--- src/rtl/univ_shift_reg_pkg.sv ---
`default_nettype none
// +----------------------------------------------------------------------------+
// | Package     : univ_shift_pkg                                               |
// | Description : Shared definitions for the universal shift register:         |
// |               operation-select encodings and the shift-counter width       |
// |               helper (CW = max(1, clog2(WIDTH))).                          |
// | Revision    : 1.0 - initial release                                        |
// +----------------------------------------------------------------------------+
package univ_shift_pkg;

  // Operation select carried on the 2-bit mode input.
  typedef enum logic [1:0] {
    MODE_HOLD = 2'b00,
    MODE_SHR  = 2'b01,
    MODE_SHL  = 2'b10,
    MODE_LOAD = 2'b11
  } mode_e;

  // Width of the shift counter. Never below one bit, so a 2-bit register
  // still has a counter that can hold 0..1.
  function automatic int calc_cw(input int width);
    if (width <= 2) begin
      return 1;
    end
    return $clog2(width);
  endfunction

endpackage : univ_shift_pkg
`default_nettype wire

--- src/rtl/univ_shift_reg_if.sv ---
`default_nettype none
// +----------------------------------------------------------------------------+
// | Interface   : univ_shift_reg_if                                            |
// | Description : Control and data bundle of the universal shift register.     |
// |               master modport: the agent driving mode/serial/parallel data  |
// |               slave  modport: the register itself                          |
// | Signals     : mode[1:0]      operation select (hold/shr/shl/load)           |
// |               sin_r          serial bit entering the MSB on shift right     |
// |               sin_l          serial bit entering the LSB on shift left      |
// |               pdata[W-1:0]   parallel load data                             |
// |               rot            rotate select (UNIV_SHIFT_ROTATE_EN only)      |
// |               q, qbar        register contents and its complement           |
// |               sout_r, sout_l serial taps q[0] and q[WIDTH-1]                |
// |               shift_cnt      shifts since last load/clear/wrap              |
// |               wrap           one-cycle pulse after WIDTH shifts             |
// | Macro       : UNIV_SHIFT_ROTATE_EN adds the rot signal.                    |
// | Revision    : 1.0 - initial release                                        |
// +----------------------------------------------------------------------------+
interface univ_shift_reg_if
  import univ_shift_pkg::*;
#(
  parameter int WIDTH = 8
);

  localparam int CW = calc_cw(WIDTH);

  logic [1:0]       mode;
  logic             sin_r;
  logic             sin_l;
  logic [WIDTH-1:0] pdata;
`ifdef UNIV_SHIFT_ROTATE_EN
  logic             rot;
`endif
  logic [WIDTH-1:0] q;
  logic [WIDTH-1:0] qbar;
  logic             sout_r;
  logic             sout_l;
  logic [CW-1:0]    shift_cnt;
  logic             wrap;

  modport master (
    output mode,
    output sin_r,
    output sin_l,
    output pdata,
`ifdef UNIV_SHIFT_ROTATE_EN
    output rot,
`endif
    input  q,
    input  qbar,
    input  sout_r,
    input  sout_l,
    input  shift_cnt,
    input  wrap
  );

  modport slave (
    input  mode,
    input  sin_r,
    input  sin_l,
    input  pdata,
`ifdef UNIV_SHIFT_ROTATE_EN
    input  rot,
`endif
    output q,
    output qbar,
    output sout_r,
    output sout_l,
    output shift_cnt,
    output wrap
  );

endinterface : univ_shift_reg_if
`default_nettype wire

--- src/rtl/univ_shift_reg_cnt.sv ---
`default_nettype none
// +----------------------------------------------------------------------------+
// | Module      : univ_shift_cnt                                               |
// | Description : Shift counter and wrap pulse. Counts shift operations from   |
// |               0 to WIDTH-1; the shift taken at WIDTH-1 returns the count   |
// |               to 0 and raises wrap for exactly one clock cycle.            |
// |               State changes on the falling clock edge.                     |
// | Ports       : clk      clock (falling-edge active)                          |
// |               clr_n    asynchronous active-low clear                        |
// |               inc      a shift happens at this edge                         |
// |               clr_cnt  a parallel load happens at this edge                 |
// |               cnt      current shift count (CW bits)                        |
// |               wrap     registered one-cycle wrap pulse                      |
// | Revision    : 1.0 - initial release                                        |
// +----------------------------------------------------------------------------+
module univ_shift_cnt
  import univ_shift_pkg::*;
#(
  parameter int WIDTH = 8,
  localparam int CW   = calc_cw(WIDTH)
) (
  input  logic          clk,
  input  logic          clr_n,
  input  logic          inc,
  input  logic          clr_cnt,
  output logic [CW-1:0] cnt,
  output logic          wrap
);

  localparam logic [CW-1:0] CNT_LAST = CW'(WIDTH - 1);

  logic [CW-1:0] cnt_q;
  logic [CW-1:0] cnt_d;
  logic          wrap_q;
  logic          wrap_d;

  // wrap defaults low so it can only ever last a single cycle; hold and
  // load both leave it cleared.
  always_comb begin
    cnt_d  = cnt_q;
    wrap_d = 1'b0;
    if (clr_cnt) begin
      cnt_d = '0;
    end else if (inc) begin
      if (cnt_q == CNT_LAST) begin
        cnt_d  = '0;
        wrap_d = 1'b1;
      end else begin
        cnt_d = cnt_q + CW'(1);
      end
    end
  end

  always_ff @(negedge clk or negedge clr_n) begin
    if (!clr_n) begin
      cnt_q  <= '0;
      wrap_q <= 1'b0;
    end else begin
      cnt_q  <= cnt_d;
      wrap_q <= wrap_d;
    end
  end

  assign cnt  = cnt_q;
  assign wrap = wrap_q;

endmodule : univ_shift_cnt
`default_nettype wire

--- src/rtl/univ_shift_reg.sv ---
`default_nettype none
// +----------------------------------------------------------------------------+
// | Module      : univ_shift_reg                                               |
// | Description : Universal shift register with hold, shift right, shift left  |
// |               and parallel load, plus a shift counter with wrap pulse.     |
// |               All state changes happen on the falling edge of clk;         |
// |               clr_n clears everything asynchronously.                      |
// | Parameters  : WIDTH  register width, legal range 2..64 (default 8)          |
// | Ports       : clk    clock (falling-edge active)                            |
// |               clr_n  asynchronous active-low clear                          |
// |               bus    univ_shift_reg_if slave modport: mode, sin_r, sin_l,   |
// |                      pdata, [rot] in; q, qbar, sout_r, sout_l,              |
// |                      shift_cnt, wrap out                                    |
// | Macro       : UNIV_SHIFT_ROTATE_EN - when defined, bus.rot=1 makes shifts  |
// |               rotate (the bit leaving one end re-enters at the other)      |
// |               instead of taking sin_r/sin_l.                               |
// | Revision    : 1.0 - initial release                                        |
// +----------------------------------------------------------------------------+
module univ_shift_reg
  import univ_shift_pkg::*;
#(
  parameter int WIDTH = 8
) (
  input  logic         clk,
  input  logic         clr_n,
  univ_shift_reg_if.slave bus
);

  mode_e            mode_sel;
  logic             fill_r;     // bit entering the MSB on shift right
  logic             fill_l;     // bit entering the LSB on shift left
  logic             do_shift;
  logic             do_load;
  logic [WIDTH-1:0] q_q;
  logic [WIDTH-1:0] q_d;

  assign mode_sel = mode_e'(bus.mode);

`ifdef UNIV_SHIFT_ROTATE_EN
  assign fill_r = bus.rot ? q_q[0]       : bus.sin_r;
  assign fill_l = bus.rot ? q_q[WIDTH-1] : bus.sin_l;
`else
  assign fill_r = bus.sin_r;
  assign fill_l = bus.sin_l;
`endif

  always_comb begin
    q_d      = q_q;
    do_shift = 1'b0;
    do_load  = 1'b0;
    case (mode_sel)
      MODE_SHR: begin
        q_d      = {fill_r, q_q[WIDTH-1:1]};
        do_shift = 1'b1;
      end
      MODE_SHL: begin
        q_d      = {q_q[WIDTH-2:0], fill_l};
        do_shift = 1'b1;
      end
      MODE_LOAD: begin
        q_d     = bus.pdata;
        do_load = 1'b1;
      end
      default: begin
        q_d = q_q;
      end
    endcase
  end

  always_ff @(negedge clk or negedge clr_n) begin
    if (!clr_n) begin
      q_q <= '0;
    end else begin
      q_q <= q_d;
    end
  end

  // Both shift directions feed the same counter, so a direction change
  // mid-sequence keeps counting.
  univ_shift_cnt #(
    .WIDTH (WIDTH)
  ) u_cnt (
    .clk     (clk),
    .clr_n   (clr_n),
    .inc     (do_shift),
    .clr_cnt (do_load),
    .cnt     (bus.shift_cnt),
    .wrap    (bus.wrap)
  );

  // Pure combinational taps of the register: qbar follows the async clear
  // with no extra latency.
  assign bus.q      = q_q;
  assign bus.qbar   = ~q_q;
  assign bus.sout_r = q_q[0];
  assign bus.sout_l = q_q[WIDTH-1];

endmodule : univ_shift_reg
`default_nettype wire
--- src/flat_wrapper.sv ---
// flat-port wrapper written by rule: the top's interface ports become plain ports
module univ_shift_reg_flat import univ_shift_pkg::*;
#(
  parameter int WIDTH = 8
)
  (clk, clr_n, bus_mode, bus_sin_r, bus_sin_l, bus_pdata, bus_q, bus_qbar, bus_sout_r, bus_sout_l, bus_shift_cnt, bus_wrap);
  univ_shift_reg_if #(.WIDTH(WIDTH)) bus_i ();
  input  logic clk;
  input  logic clr_n;
  input wire logic [$bits(bus_i.mode)-1:0] bus_mode;
  input wire logic [$bits(bus_i.sin_r)-1:0] bus_sin_r;
  input wire logic [$bits(bus_i.sin_l)-1:0] bus_sin_l;
  input wire logic [$bits(bus_i.pdata)-1:0] bus_pdata;
  output wire logic [$bits(bus_i.q)-1:0] bus_q;
  output wire logic [$bits(bus_i.qbar)-1:0] bus_qbar;
  output wire logic [$bits(bus_i.sout_r)-1:0] bus_sout_r;
  output wire logic [$bits(bus_i.sout_l)-1:0] bus_sout_l;
  output wire logic [$bits(bus_i.shift_cnt)-1:0] bus_shift_cnt;
  output wire logic [$bits(bus_i.wrap)-1:0] bus_wrap;
  assign bus_i.mode = bus_mode;
  assign bus_i.sin_r = bus_sin_r;
  assign bus_i.sin_l = bus_sin_l;
  assign bus_i.pdata = bus_pdata;
  assign bus_q = bus_i.q;
  assign bus_qbar = bus_i.qbar;
  assign bus_sout_r = bus_i.sout_r;
  assign bus_sout_l = bus_i.sout_l;
  assign bus_shift_cnt = bus_i.shift_cnt;
  assign bus_wrap = bus_i.wrap;
  univ_shift_reg #(.WIDTH(WIDTH)) u_core (.clk(clk), .clr_n(clr_n), .bus(bus_i));
endmodule
--- config.mk ---
export PLATFORM = sky130hd
export DESIGN_NAME = univ_shift_reg_flat
export DESIGN_NICKNAME = d
export VERILOG_FILES = /design/src/rtl/univ_shift_reg_pkg.sv /design/src/rtl/univ_shift_reg_if.sv /design/src/rtl/univ_shift_reg_cnt.sv /design/src/rtl/univ_shift_reg.sv /design/src/flat_wrapper.sv
export SDC_FILE = /design/constraint.sdc
export NUM_CORES = 1
export LEC_CHECK = 0
export ABC_CLOCK_PERIOD_IN_PS = 2020
export CORE_ASPECT_RATIO = 1.25
export CORE_MARGIN = 10
export CORE_UTILIZATION = 43
export CTS_CLUSTER_DIAMETER = 40
export DETAILED_ROUTE_END_ITERATION = 7
export PLACE_DENSITY = 0.84
export SYNTH_ARGS = -nofsm -noshare
export SYNTH_HDL_FRONTEND = slang
export SYNTH_HIERARCHICAL = 1
export SYNTH_SLANG_ARGS = --single-unit
--- constraint.sdc ---
create_clock -name clk -period 2.02 [get_ports clk]
set_input_delay 0.404 -clock clk [delete_from_list [all_inputs] [get_ports clk]]
set_output_delay 0.404 -clock clk [all_outputs]
set_load 0.02 [all_outputs]
==> summary.txt, run 1 <==
Synthesis
  – Post-Synthesis Cells: 77
  – Mapped Nets: 97
  – Yosys cell types: 17
  – Synthesis warning total: 6
  – Synthesized flop and latch total: 12
  – Cell taking the most area after synthesis: dfrtn_1
  – Share of flip-flops with an asynchronous set or reset: 100%
  – Most frequent cells after synthesis: dfrtn_1, inv_1, a21oi_1, a32oi_1, o211ai_1
  – Top cell type's share of synthesized area: 39.3%
  – Syn Area/Cell: 9.91 sq um
  – Dominant synthesized flop cell: dfrtn_1
  – Post-Syn Area: 763 sq um
  – Post-synth EDFFs: 0
  – Seq/Total Area, Yosys: 39.3%
  – Most frequent cell after synthesis: dfrtn_1
  – Main area contributors after synthesis: dfrtn_1, ha_1, a32oi_1

Timing
  – Worst ep type: output port
  – Grt repair worst endpoint: bus_q[7]

Status
  – Status: stopped before the end
  – Stop stage: global routing (5_1_grt)
  – First Err: [ERROR DPL-0038] Utilization greater than 100%, impossible to legalize

GRT
  – Largest net degree at the start of global routing: 15

CTS
  – Maximum buffer depth of the clock tree: 2
  – Clk root buf: clkbuf_4
  – CTS H-tree lvls: 1
  – TritonCTS buffer count: 3
  – Hold-fix buffers at CTS: 0
  – Clock sinks: 12

Floorplanning
  – Starting density of the core: 47.1%
  – # IOs: 36
  – Die width: 57.7 um
  – Die Height: 67.1 um
  – FP Rows: 16

Placed design
  – IO Port Bufs: 35
  – DPL Wire Length: 1.99 mm
  – Final GP Congestion: 0.813
==> cells by family after synthesis <==
kind of cell             after synthesis  share of synthesized area, %
multiplexers                           2                          2.62
AND/OR/NAND/NOR                       14                          13.1
buffers and inverters                 18                          11.6
AO/OA/AOI/OAI                         25                          23.4
adder cells (fa/ha/maj)                6                          9.84
flip-flops                            12                          39.3
==> stage by stage <==
step | setup slack (ns) | setup TNS (ns) | instances | cell area, sq um | utilization (%)
2_1_floorplan | -0.240 | -2.69 | 77 | 826 | -
3_3_place_gp | -0.920 | -19.61 | 150 | 1350 | 82.9
3_5_place_dp | -0.939 | -20.14 | 150 | 1350 | 82.9
4_1_cts | -0.348 | -8.20 | 170 | 1550 | 95.8
==> what timing repair did <==
item | CTS
setup buffers | 17
gates resized for setup | 150
cloned | 0
pin swaps | 19
endpoints found under the setup margin | 34
==> run 2, diff against run 1 <==
Settings changed: CORE_AREA from default to 10 10 71 73, CORE_ASPECT_RATIO 1.25 to default, CORE_MARGIN 10 to default, CORE_UTILIZATION 43 to default, CTS_CLUSTER_DIAMETER 40 to default, DIE_AREA from default to 0 0 81 83, PLACE_DENSITY 0.84 to default, PLACE_DENSITY_LB_ADDON from default to 0.15.
==> summary.txt, run 2 <==
Status
  – Status: finished, violations left
  – Failing checks: setup timing

Routing
  – Met1 Wirelength: 1.21 mm
  – WL met2: 1.28 mm
  – Antenna viol nets, final: 0
  – Post-Route WL: 2.72 mm
  – DR iter-0 viols: 22
  – DR vias/cell: 4.33
  – Routed len/inst: 13.5 um
  – Highest metal used: met4
  – Drt pass-1 iters: 3
  – Remaining DRCs: 0
  – Via Count: 870
  – Met3 WL: 171 um

Floorplanning
  – Starting density of the core: 21.0%
  – FP Rows: 22
  – # IOs: 36
  – Die ar.: 6720 sq um
  – Die width: 81 um
  – Core area: 3630 sq um
  – Die Height: 83 um

Synthesis
  – Yosys cell types: 17
  – Post-Syn Area: 763 sq um
  – Mapped Nets: 97
  – Most frequent cells after synthesis: dfrtn_1, inv_1, a21oi_1, a32oi_1, o211ai_1
  – Synthesized flop and latch total: 12
  – Dominant synthesized flop cell: dfrtn_1
  – Post-Synthesis Cells: 77
  – Cell taking the most area after synthesis: dfrtn_1
  – Syn Area/Cell: 9.91 sq um
  – Main area contributors after synthesis: dfrtn_1, ha_1, a32oi_1
  – Top cell type's share of synthesized area: 39.3%
  – Post-synth EDFFs: 0
  – Share of flip-flops with an asynchronous set or reset: 100%
  – Seq/Total Area, Yosys: 39.3%
  – Synthesis warning total: 6
  – Most frequent cell after synthesis: dfrtn_1

Placed design
  – Pre-CTS WS: -0.946 ns
  – DPL Wire Length: 1.91 mm
  – Placed Cells incl. Taps: 180
  – IO Port Bufs: 35
  – Final GP Congestion: 0.821

Hold path
  – Min-Delay Endpoint: u_core/u_cnt/cnt[2]
  – Hold path startpoint: u_core/u_cnt/cnt[2]
  – Hold WC Path Type: flip-flop to flip-flop
  – Hold Path Depth: 3

CTS
  – Clk_lat worst skew: 0.26 ns
  – CTS H-tree lvls: 1
  – Hold-fix buffers at CTS: 0
  – CTS tree: yes
  – Clk root buf: clkbuf_8
  – Maximum buffer depth of the clock tree: 2
  – TritonCTS buffer count: 3
  – Clock sinks: 12
  – Worst-path clk slew: 0.04 ns

Timing
  – Slew margin rel.: 77.3%
  – # setup viols final: 33
  – Unrepaired setup endpoints after global routing: yes
  – Layout Skew: 0.00245 ns
  – Final hold viol count: 0
  – Tightest Pin Transition: 0.340 ns
  – Fin. max-slew vios: 0
  – Final setup margin: -0.311 ns

Finish
  – Net count, final: 175
  – Commonest non-fill, non-tap cells in the layout: buf_4, buf_6, dfrtn_1
  – Commonest non-fill, non-tap cell in the layout: buf_4
  – Final non-filler cell total: 201
  – Ant diodes: 0
  – P&R area growth vs syn: 122%
  – Ratio of cells with drive above 1 in the final layout: 60.8%
  – Max reg flops: 8

Worst setup path
  – Crit path required time: 1.62 ns
  – R2R cell count: 6
  – FF-to-FF Start: u_core/u_cnt/cnt[1]
  – CP Class: flip-flop to output port
  – R2R Path End: u_core/u_cnt/cnt[0]
  – CP max stage cell: dfrtn_1
  – Crit. Startpoint: u_core/bus.q[0]
  – Cell Chain, Critical Path: inv_2 -> buf_6
  – Worst path bufs/invs: 2
  – Top delay family on crit path: flip-flops
  – Critical path startpoint category: flip-flop
  – Critical path arrival: 1.93 ns
  – Worst-path maximum fanout: 4
  – Critical Path Sink Type: output port
  – R2R Setup Slk: 0.55 ns
  – Slowest Stage Delay on Critical Path: 0.48 ns

Pwr
  – Leak Pwr: 0.789 nW
  – Worst VDD drop: 0.267 mV
  – Power density cells: 766 nW/um^2

Flow run
  – Max-cap viol count: 0

GRT
  – Total GRT Usage: 8.09%
  – Initial antenna violation count: 0
  – Vias in the first global route: 940
  – Grt ovf: 0
  – Global-route wire length before repair: 4.35 mm
  – Largest net degree at the start of global routing: 16
==> run 2: cell counts after synthesis <==
No cell type changed its count.
==> run 2: cells by family (layout without fill, tap and decap cells) <==
group	after synthesis	in the layout	share of synthesized area [%]
fa+ha+maj	6	6	9.84
flops	12	12	39.3
simple gates	14	14	13.1
mux	2	2	2.62
compound gates	25	25	23.4
buf+inv	18	94	11.6
==> run 2: worst min-delay path, cell delays in order (launching register included) <==
cell and delay (ns):
dfrtn_1 0.41, buf_4 0.12, mux2i_1 0.06, nor2_1 0.09
==> run 2: worst max-delay path by stage <==
stage                           end  slack, ns  cells past startpoint
finish                  bus_qbar[0]      -0.31                      2
global route            bus_qbar[7]      -0.34                      2
CTS                 u_core/bus.q[7]      -0.31                      9
detailed placement  u_core/bus.q[2]      -0.95                      7
global placement    u_core/bus.q[0]      -0.92                      6
floorplan           u_core/bus.q[4]      -0.24                      6
==> run 2: repair_timing <==
item                                    in CTS  in global routing
setup buffers                               15                  4
pin swaps                                   19                 16
endpoints found under the setup margin      34                 34
resized for setup                          152                 12
==> run 2: power by group <==
group	switching, mW	internal [mW]	total (mW)
logic	0.298	0.433	0.731
clock network	0.0880	0.131	0.219
registers	0.0492	0.296	0.345
total	0.435	0.860	1.30
==> run 2: per-stage QoR <==
stage | hold WS (ns) | util [%] | power [mW] | TNS (ns) | cell area (sq um)
after floorplan | 0.612 | - | 0.605 | -2.69 | 826
after global placement | 0.570 | 38.1 | 0.951 | -20.00 | 1380
after detailed placement | 0.591 | 38.1 | 0.955 | -20.22 | 1380
after CTS | 0.620 | 44.8 | 1.27 | -8.56 | 1630
after global routing | 0.662 | 46.6 | 1.38 | -8.97 | 1690
final | 0.614 | 46.6 | 1.30 | -7.75 | 1690
==> run 2: final cells by class <==
class / instances / area (sq um)
Clock buffer: 3 / 41.3
Inverter: 10 / 50.0
Timing Repair Buffer: 81 / 810
Fill cell: 361 / 1940
Tap cell: 48 / 60.1
Sequential cell: 12 / 300
Multi-Input combinational cell: 47 / 430
==> run 2: layer usage <==
| metal | vias to the layer above | global-route usage [%] |
|---|---|---|
| met5 | - | 0 |
| met3 | 4 | 2.37 |
| li1 | 433 | - |
| met2 | 24 | 12.8 |
| met4 | 0 | 4.23 |
| met1 | 409 | 9.50 |
(Power assumes the default switching activity.)
==> run 3, diff against run 2 <==
Settings changed: ABC_CLOCK_PERIOD_IN_PS 2020 to default.
==> results of run 3 <==
Final layout, timing and power as in run 2 (identical DEF).
==> run 4, diff against run 3 <==
Settings changed: CORE_AREA 10 10 71 73 to 2 2 63 65, CTS_CLUSTER_SIZE from default to 30, DIE_AREA 0 0 81 83 to 0 0 65 67.
==> summary.txt, run 4 (same netlist as run 2, synthesis figures left out) <==
Placed design
  – IO Port Bufs: 35
  – Placement Cell Area: 1410 sq um
  – Pre-CTS WS: -0.930 ns
  – Final GP Congestion: 0.793
  – DPL Wire Length: 1.70 mm

Routing
  – DR iter-0 viols: 27
  – Antenna viol nets, final: 0
  – Remaining DRCs: 0
  – Post-Route WL: 2.52 mm
  – Drt pass-1 iters: 4
  – Routed len/inst: 12.2 um
  – Via Count: 885
  – DR vias/cell: 4.30

Timing
  – Tightest Pin Transition: 0.193 ns
  – Final setup margin: -0.309 ns
  – Unrepaired setup endpoints after global routing: yes
  – # setup viols final: 33
  – Final hold viol count: 0
  – Fin. max-slew vios: 0
  – Layout Skew: 0.00266 ns
  – Worst hold slack: 0.623 ns
  – Post-Route Setup TNS: -7.64 ns
  – Slew margin rel.: 87.0%

Worst setup path
  – Critical path arrival: 1.93 ns
  – Worst-path maximum fanout: 4
  – Crit path required time: 1.62 ns
  – R2R Setup Slk: 0.54 ns
  – Critical path startpoint category: flip-flop
  – Critical Path Sink Type: output port
  – CP Class: flip-flop to output port

Status
  – Failing checks: setup timing
  – Status: finished, violations left

Floorplanning
  – Starting density of the core: 21.2%
  – Die Height: 67 um
  – Core area: 3610 sq um
  – # IOs: 36
  – Die ar.: 4360 sq um
  – FP Rows: 22
  – Die width: 65 um

GRT
  – Initial antenna violation count: 0
  – Largest net degree at the start of global routing: 15
  – Global-route wire length before repair: 3.92 mm
  – Total GRT Usage: 12.2%
  – Vias in the first global route: 851
  – Grt ovf: 0

CTS
  – TritonCTS buffer count: 3
  – Maximum buffer depth of the clock tree: 2
  – Worst-path clk slew: 0.04 ns
  – CTS tree: yes
  – Clk root buf: clkbuf_8
  – Hold-fix buffers at CTS: 0
  – CTS H-tree lvls: 1
  – Clk_lat worst skew: 0.26 ns
  – Clock sinks: 12

Finish
  – Commonest non-fill, non-tap cell in the layout: buf_4
  – Net count, final: 180
  – Finished Cell Area: 1690 sq um
  – Ratio of cells with drive above 1 in the final layout: 63.3%
  – P&R area growth vs syn: 121%
  – FILL cells: 326
  – Commonest non-fill, non-tap cells in the layout: buf_4, buf_6, dfrtn_1
  – Ant diodes: 0
  – Max reg flops: 8

Pwr
  – Leak Pwr: 0.799 nW
  – Worst VDD drop: 0.225 mV
  – Power density cells: 763 nW/um^2
  – Total power: 1.29 mW

Hold path
  – Hold WC Path Type: flip-flop to flip-flop

Flow run
  – Max-cap viol count: 0
[run 4: cell count changes in the layout (fill, tap and decap cells not counted), sizes merged]
| cell | previous run | this run |
|---|---|---|
| clkdlybuf4s50 | 11 | 10 |
| buf | 70 | 75 |
| dlygate4sd2 | 0 | 1 |
[run 4: layout make-up]
class                   count  area (sq um)  share of cell area, %
flip-flops and latches     12           300                   17.8
inverters                  10          50.0                   2.96
well taps                  48          60.1                   3.55
repair buffers             86           808                   47.8
clock buffers               3          41.3                   2.44
multi-input cells          47           430                   25.5
[run 4: power breakdown]
| part | switching, mW | internal, mW | total (mW) | leakage [nW] |
|---|---|---|---|---|
| Clock | 0.0862 | 0.131 | 0.217 | 0.0216 |
| Combinational | 0.296 | 0.431 | 0.727 | 0.630 |
| Sequential | 0.0492 | 0.296 | 0.345 | 0.148 |
| Total | 0.432 | 0.858 | 1.29 | 0.799 |
[run 4: final timing paths]
check	startpoint	to	cells past startpoint
max	u_core/bus.q[0]	bus_qbar[0]	2
min	u_core/u_cnt/cnt[2]	u_core/u_cnt/cnt[2]	3
max reg2reg	u_core/u_cnt/cnt[0]	u_core/u_cnt/cnt[0]	6
min reg2reg	u_core/u_cnt/cnt[2]	u_core/u_cnt/cnt[2]	3
max in group asynchronous	clr_n	u_core/bus.q[1]	2
min in group asynchronous	clr_n	u_core/bus.q[2]	2
[run 4: metrics by stage]
| stage | utilization [%] | cells |
|---|---|---|
| final | 46.9 | 206 |
| after global placement | 39.0 | 183 |
| after CTS | 45.2 | 202 |
| after detailed placement | 39.0 | 183 |
| after global routing | 46.9 | 206 |
| after floorplan | - | 77 |
[run 4: per-layer routing]
metal / vias up / global-route usage (%) / routed length (um)
met1: 404 / 15.1 / 1170
met3: 2 / 1.52 / 111
met4: 0 / 6.38 / 27
li1: 446 / - / -
met2: 33 / 20.6 / 1210
met5: - / 0 / 0
[run 4: worst max-delay path, stage by stage, from the launching register on]
cell     delay [ns]
dfrtn_1        0.48
inv_2          0.06
buf_6          0.13
[run 4: repair_timing]
| item | in CTS | in global routing |
|---|---|---|
| pin swaps | 17 | 15 |
| setup endpoints to repair | 34 | 34 |
| buffers inserted | 16 | 5 |
| resized for setup | 154 | 10 |
